### config.mk
export PLATFORM = sky130hd
export DESIGN_NAME = pmem_arbiter_flat
export DESIGN_NICKNAME = d
export VERILOG_FILES = /design/src/rtl/pmem_arbiter_if.sv /design/src/rtl/pmem_arbiter.sv /design/src/flat_wrapper.sv
export SDC_FILE = /design/constraint.sdc
export NUM_CORES = 1
export LEC_CHECK = 0
export CAP_MARGIN = 20
export CELL_PAD_IN_SITES_DETAIL_PLACEMENT = 0
export CELL_PAD_IN_SITES_GLOBAL_PLACEMENT = 1
export CORE_AREA = 2 2 547 549
export DETAILED_ROUTE_END_ITERATION = 6
export DIE_AREA = 0 0 549 551
export MAX_ROUTING_LAYER = met4
export PLACE_DENSITY_LB_ADDON = 0.1
export RECOVER_POWER = 100
export SKIP_CTS_REPAIR_TIMING = 1
export SYNTH_ARGS = -nofsm -noshare
export SYNTH_HDL_FRONTEND = slang
export SYNTH_SLANG_ARGS = --single-unit
### constraint.sdc
create_clock -name clk -period 2.1 [get_ports clk]
set_input_delay 0.42 -clock clk [delete_from_list [all_inputs] [get_ports clk]]
set_output_delay 0.42 -clock clk [all_outputs]
set_load 0.02 [all_outputs]
### src/rtl/pmem_arbiter_if.sv
// Cache-side and memory-side line-port signals of the icache/dcache physical-memory arbiter.
// slave: the arbiter's view; master: the caches and downstream memory driving it.
interface pmem_arbiter_if #(
    parameter int unsigned s_line = 256,
    parameter int unsigned s_addr = 32
);
    logic              i_pmem_read;
    logic [s_addr-1:0] i_pmem_address;
    logic [s_line-1:0] i_pmem_rdata;
    logic              i_pmem_resp;

    logic              d_pmem_read;
    logic              d_pmem_write;
    logic [s_addr-1:0] d_pmem_address;
    logic [s_line-1:0] d_pmem_wdata;
    logic [s_line-1:0] d_pmem_rdata;
    logic              d_pmem_resp;

    logic              mem_read;
    logic              mem_write;
    logic [s_addr-1:0] mem_address;
    logic [s_line-1:0] mem_wdata;
    logic [s_line-1:0] mem_rdata;
    logic              mem_resp;

    modport slave (
        input  i_pmem_read, i_pmem_address,
        output i_pmem_rdata, i_pmem_resp,
        input  d_pmem_read, d_pmem_write, d_pmem_address, d_pmem_wdata,
        output d_pmem_rdata, d_pmem_resp,
        output mem_read, mem_write, mem_address, mem_wdata,
        input  mem_rdata, mem_resp
    );

    modport master (
        output i_pmem_read, i_pmem_address,
        input  i_pmem_rdata, i_pmem_resp,
        output d_pmem_read, d_pmem_write, d_pmem_address, d_pmem_wdata,
        input  d_pmem_rdata, d_pmem_resp,
        input  mem_read, mem_write, mem_address, mem_wdata,
        output mem_rdata, mem_resp
    );
endinterface

### src/rtl/pmem_arbiter.sv
// Round-robin two-to-one arbiter serialising icache reads and dcache reads/writes onto
// the single physical-memory line port; one IDLE arbitration cycle precedes every transaction.
module pmem_arbiter #(
    parameter int unsigned s_line = 256,
    parameter int unsigned s_addr = 32
) (
    input  logic            clk,
    input  logic            rst,
    pmem_arbiter_if.slave   bus
);

    localparam logic [1:0] IDLE    = 2'd0;
    localparam logic [1:0] SERVE_I = 2'd1;
    localparam logic [1:0] SERVE_D = 2'd2;

    logic [1:0]        state_q,  state_d;
    logic              last_d_q, last_d_d;
    logic [s_addr-1:0] addr_q,   addr_d;
    logic [s_line-1:0] wdata_q,  wdata_d;
    logic              read_q,   read_d;
    logic              write_q,  write_d;

    logic i_req;
    logic d_req;
    logic d_wins;

    assign i_req  = bus.i_pmem_read;
    assign d_req  = bus.d_pmem_read | bus.d_pmem_write;
    // dcache takes the grant when alone, or on a tie when the icache was served last
    assign d_wins = d_req && (!i_req || !last_d_q);

    always_ff @(posedge clk) begin
        if (rst) begin
            state_q  <= IDLE;
            last_d_q <= 1'b1;
            addr_q   <= '0;
            wdata_q  <= '0;
            read_q   <= 1'b0;
            write_q  <= 1'b0;
        end else begin
            state_q  <= state_d;
            last_d_q <= last_d_d;
            addr_q   <= addr_d;
            wdata_q  <= wdata_d;
            read_q   <= read_d;
            write_q  <= write_d;
        end
    end

    always_comb begin
        state_d  = state_q;
        last_d_d = last_d_q;
        addr_d   = addr_q;
        wdata_d  = wdata_q;
        read_d   = read_q;
        write_d  = write_q;

        case (state_q)
            IDLE: begin
                read_d  = 1'b0;
                write_d = 1'b0;
                if (d_wins) begin
                    state_d = SERVE_D;
                    addr_d  = bus.d_pmem_address;
                    wdata_d = bus.d_pmem_wdata;
                    // simultaneous read+write is resolved as a write
                    write_d = bus.d_pmem_write;
                    read_d  = !bus.d_pmem_write;
                end else if (i_req) begin
                    state_d = SERVE_I;
                    addr_d  = bus.i_pmem_address;
                    read_d  = 1'b1;
                end
            end
            SERVE_I, SERVE_D: begin
                if (bus.mem_resp) begin
                    state_d  = IDLE;
                    read_d   = 1'b0;
                    write_d  = 1'b0;
                    last_d_d = (state_q == SERVE_D);
                end
            end
            default: begin
                state_d = IDLE;
                read_d  = 1'b0;
                write_d = 1'b0;
            end
        endcase
    end

    assign bus.mem_read    = read_q;
    assign bus.mem_write   = write_q;
    assign bus.mem_address = addr_q;
    assign bus.mem_wdata   = wdata_q;

    // completion is forwarded in the same cycle as mem_resp, only to the owner
    assign bus.i_pmem_resp  = (state_q == SERVE_I) && bus.mem_resp;
    assign bus.d_pmem_resp  = (state_q == SERVE_D) && bus.mem_resp;
    assign bus.i_pmem_rdata = bus.mem_rdata;
    assign bus.d_pmem_rdata = bus.mem_rdata;

endmodule

### src/flat_wrapper.sv
// flat-port wrapper written by rule: the top's interface ports become plain ports
module pmem_arbiter_flat 
#(
    parameter int unsigned s_line = 256,
    parameter int unsigned s_addr = 32
)
  (clk, rst, bus_i_pmem_read, bus_i_pmem_address, bus_i_pmem_rdata, bus_i_pmem_resp, bus_d_pmem_read, bus_d_pmem_write, bus_d_pmem_address, bus_d_pmem_wdata, bus_d_pmem_rdata, bus_d_pmem_resp, bus_mem_read, bus_mem_write, bus_mem_address, bus_mem_wdata, bus_mem_rdata, bus_mem_resp);
  pmem_arbiter_if #(.s_line(s_line), .s_addr(s_addr)) bus_i ();
  input  logic clk;
  input  logic rst;
  input wire logic [$bits(bus_i.i_pmem_read)-1:0] bus_i_pmem_read;
  input wire logic [$bits(bus_i.i_pmem_address)-1:0] bus_i_pmem_address;
  output wire logic [$bits(bus_i.i_pmem_rdata)-1:0] bus_i_pmem_rdata;
  output wire logic [$bits(bus_i.i_pmem_resp)-1:0] bus_i_pmem_resp;
  input wire logic [$bits(bus_i.d_pmem_read)-1:0] bus_d_pmem_read;
  input wire logic [$bits(bus_i.d_pmem_write)-1:0] bus_d_pmem_write;
  input wire logic [$bits(bus_i.d_pmem_address)-1:0] bus_d_pmem_address;
  input wire logic [$bits(bus_i.d_pmem_wdata)-1:0] bus_d_pmem_wdata;
  output wire logic [$bits(bus_i.d_pmem_rdata)-1:0] bus_d_pmem_rdata;
  output wire logic [$bits(bus_i.d_pmem_resp)-1:0] bus_d_pmem_resp;
  output wire logic [$bits(bus_i.mem_read)-1:0] bus_mem_read;
  output wire logic [$bits(bus_i.mem_write)-1:0] bus_mem_write;
  output wire logic [$bits(bus_i.mem_address)-1:0] bus_mem_address;
  output wire logic [$bits(bus_i.mem_wdata)-1:0] bus_mem_wdata;
  input wire logic [$bits(bus_i.mem_rdata)-1:0] bus_mem_rdata;
  input wire logic [$bits(bus_i.mem_resp)-1:0] bus_mem_resp;
  assign bus_i.i_pmem_read = bus_i_pmem_read;
  assign bus_i.i_pmem_address = bus_i_pmem_address;
  assign bus_i_pmem_rdata = bus_i.i_pmem_rdata;
  assign bus_i_pmem_resp = bus_i.i_pmem_resp;
  assign bus_i.d_pmem_read = bus_d_pmem_read;
  assign bus_i.d_pmem_write = bus_d_pmem_write;
  assign bus_i.d_pmem_address = bus_d_pmem_address;
  assign bus_i.d_pmem_wdata = bus_d_pmem_wdata;
  assign bus_d_pmem_rdata = bus_i.d_pmem_rdata;
  assign bus_d_pmem_resp = bus_i.d_pmem_resp;
  assign bus_mem_read = bus_i.mem_read;
  assign bus_mem_write = bus_i.mem_write;
  assign bus_mem_address = bus_i.mem_address;
  assign bus_mem_wdata = bus_i.mem_wdata;
  assign bus_i.mem_rdata = bus_mem_rdata;
  assign bus_i.mem_resp = bus_mem_resp;
  pmem_arbiter #(.s_line(s_line), .s_addr(s_addr)) u_core (.clk(clk), .rst(rst), .bus(bus_i));
endmodule
==> reports/results.ini, run 1 <==
[run_status]
outcome=complete, no violations

[logic_synthesis]
synth_largest_area_cell=dfxtp_1
synth_top_area_frac=0.3865
avgSynthCellArea_um2=8.016
synth_xor_area_frac=0
synth_top_family_by_area=buffers and inverters
synthesis.area_um2=15170
synthAdderAreaFrac=0.002474
syn_nets=2478
synth_compound_area_frac=0.1976
synth_warnings=0
syn_inst=1893
seq_area_frac_synth=0.3865
synth_top_cells_by_area=dfxtp_1 39%, buf_4 26%, a21oi_1 8.6%
synthSimpleGateAreaFrac=0.1130
ys_seq_elements=293
yosysUniqueCellTypes=29
synth_mux_area_frac=0

[cts]
clk_latency_ns=0.69
cts_sinks=293
clk_path_buf_depth=3
cts-root-buf=clkbuf_16
clkSlewWorstSetupHoldPaths_ns=0.06
cts_max_level=2
cts_buffers=51
cts_tree=yes

[floorplanning]
placementRows=200
initial_core_util=0.05122
chipHeight_um=551
die_x_um=549
dieArea_um2=302500
core_um2=296300
top_level_ports=1386

[worst_setup_path]
slowest_stage=dfxtp_2
r2r-end=u_core.bus.mem_wdata[199]$_SDFFE_PP0P_
path_delay_family=flip-flops
cp-end-kind=output port
crit_path_cell_trace=inv_2, ha_2, and2_4, buf_12, buf_12
cp_max_fo=3
start_kind=flip-flop
r2r_slack_ns=0.13
cp.depth=5
reg2reg_from=u_core.state_q[0]$_SDFFE_PP0P_
cpMostUsedCell=buf_12
arrival_ns=1.61
max_stage_delay_ns=0.34
cp.buffers_inverters=3
critPathRequiredTime_ns=1.68
worstSetupStartpoint=u_core.state_q[1]$_SDFFE_PP0P_
r2r_cells=7
crit_end=bus_i_pmem_resp
crit_type=flip-flop to output port

[global_routing]
grt_pass1_wl_mm=163.5
grt_pass1_vias=15110
antenna_found_initial=24
grt_max_degree=45
overflow=0
track_usage=0.08437

[cells_and_area]
fin_area_um2=23370
mostFrequentLayoutCells=324 x clkdlybuf4s50_1, 291 x dfxtp_1, 260 x nand3_1, 260 x a21oi_1, 252 x clkbuf_1
layout-drive-gt1-share=0.1356
stdcell_count=6023
fin_nets=2616
synthToLayoutAreaGrowth_pct=54.02
layout_commonest_cell=clkdlybuf4s50_1
fillers=34960
utilization=0.07888

[route]
routed_wl_mm=128.9
vias=13980
ant_nets=0
wl_per_cell_um=21.40
routed_via_density=2.321
drtIter0Drc=617
drc_errors=0
drt_first_pass_iters=4

[timing]
max-slew-margin-rel=0.5881
fin_skew_ns=0.02836
setup_viol=0
finalHoldViolCount=0
setup_tns_ns=0
min_period_ns=2.034
fmax_mhz=491.6
slew_violations=0
worstMarginPinSlew_ns=0.6179
period_share=0.9687
rsz0062_at_grt=true

[run]
max-cap-violations=0

[placed_design]
place_hpwl_mm=104.0
dp_cells=5916
place.gp.congestion=0.6562
placed_area_um2=23320
io_buffers=617

[power_and_ir_drop]
p_leak_uw=0.007291
vdd_drop_max_uv=527.3
p_per_area_nw_per_um2=918.5
power_uw=21470

[worst_hold_path]
hold_class=primary input to flip-flop

final cells by class:
cell class / count / area, µm² / area share
clock buffers: 80 / 1525 / 0.06526
well taps: 3939 / 4928 / 0.2109
inverters: 2 / 7.507 / 0.0003212
clock inverters: 15 / 166.4 / 0.007120
flip-flops and latches: 293 / 5868 / 0.2511
repair buffers: 757 / 6065 / 0.2595
multi-input cells: 926 / 4783 / 0.2047
diodes: 11 / 27.53 / 0.001178
power by group:
group | internal [µW] | switching [µW]
Combinational | 1950 | 3860
Clock | 5320 | 3730
Sequential | 6210 | 408
cell families after synthesis:
logic type,count (synthesis)
buf+inv,674
fa+ha+maj,3
simple gates,365
flops,293
compound gates,558
worst min path at each step:
stage | to | from | slack (ns) | depth (start not counted)
CTS | u_core.bus.mem_address[29]$_SDFFE_PP0P_ | rst | -0.14 | 2
global route | u_core.bus.mem_wdata[4]$_SDFFE_PP0P_ | bus_d_pmem_wdata[4] | 0.22 | 3
detailed placement | u_core.bus.mem_wdata[106]$_SDFFE_PP0P_ | u_core.bus.mem_wdata[106]$_SDFFE_PP0P_ | 0.47 | 2
finish | u_core.bus.mem_wdata[144]$_SDFFE_PP0P_ | bus_d_pmem_wdata[144] | 0.29 | 3
floorplan | u_core.state_q[0]$_SDFFE_PP0P_ | u_core.state_q[0]$_SDFFE_PP0P_ | 0.47 | 2
global placement | u_core.bus.mem_wdata[142]$_SDFFE_PP0P_ | u_core.bus.mem_wdata[142]$_SDFFE_PP0P_ | 0.46 | 2
sequential cells by signal, indices dropped and copies added (netlist names):
signal and flops:
u_core.bus.mem_wdata 256, u_core.bus.mem_address 32, u_core.state_q 2, u_core.bus.mem_read 1, u_core.bus.mem_write 1, u_core.last_d_q 1
stage by stage:
stage / hold WS, ns / setup slack, ns
6_report: 0.2911 / 0.06575
5_1_grt: 0.2189 / -0.06079
4_1_cts: -0.1400 / -0.3816
3_5_place_dp: 0.4675 / -0.2053
3_3_place_gp: 0.4641 / -0.1986
2_1_floorplan: 0.4670 / 0.5795
cell usage after synthesis:
cell type,count
buf_1,1
a311oi_1,25
nand2_1,66
and2_1,2
inv_1,2
a2bb2oi_2,1
o31a_1,1
or2_1,1
nor2b_1,1
nand2b_1,1
a21oi_1,260
buf_2,70
nand3_1,260
nor2_1,32
a311oi_2,7
o2bb2ai_1,1
o21ai_0,182
buf_4,517
nor4b_1,1
a21boi_2,1
a21bo_2,1
ha_1,3
o21ai_1,76
a21bo_1,1
dfxtp_1,293
clkbuf_1,84
a21boi_0,1
nor2_2,1
a311o_1,1
routing by layer:
layer / share of wire / GRT usage / wire (µm) / vias to the layer above
li1: - / - / - / 6301
met4: 0.059 / 0.04743 / 7640 / 0
met2: 0.41 / 0.1205 / 53060 / 841
met1: 0.38 / 0.08734 / 48800 / 6461
met3: 0.15 / 0.05421 / 19400 / 377
met5: 0 / - / 0 / -
tightest hold or removal path, delay by kind of cell:
family	cells	cell delay, ns
AOI/OAI and AO/OA	1	0.05
buffers and inverters	1	0.39
and+or+nand+nor	1	0.07
(Power assumes the default switching activity.)
==> run 2, diff against run 1 <==
Settings changed: ABC_CLOCK_PERIOD_IN_PS set to 2100.
==> results of run 2 <==
No change in the layout: final DEF, timing and power equal those of run 1.
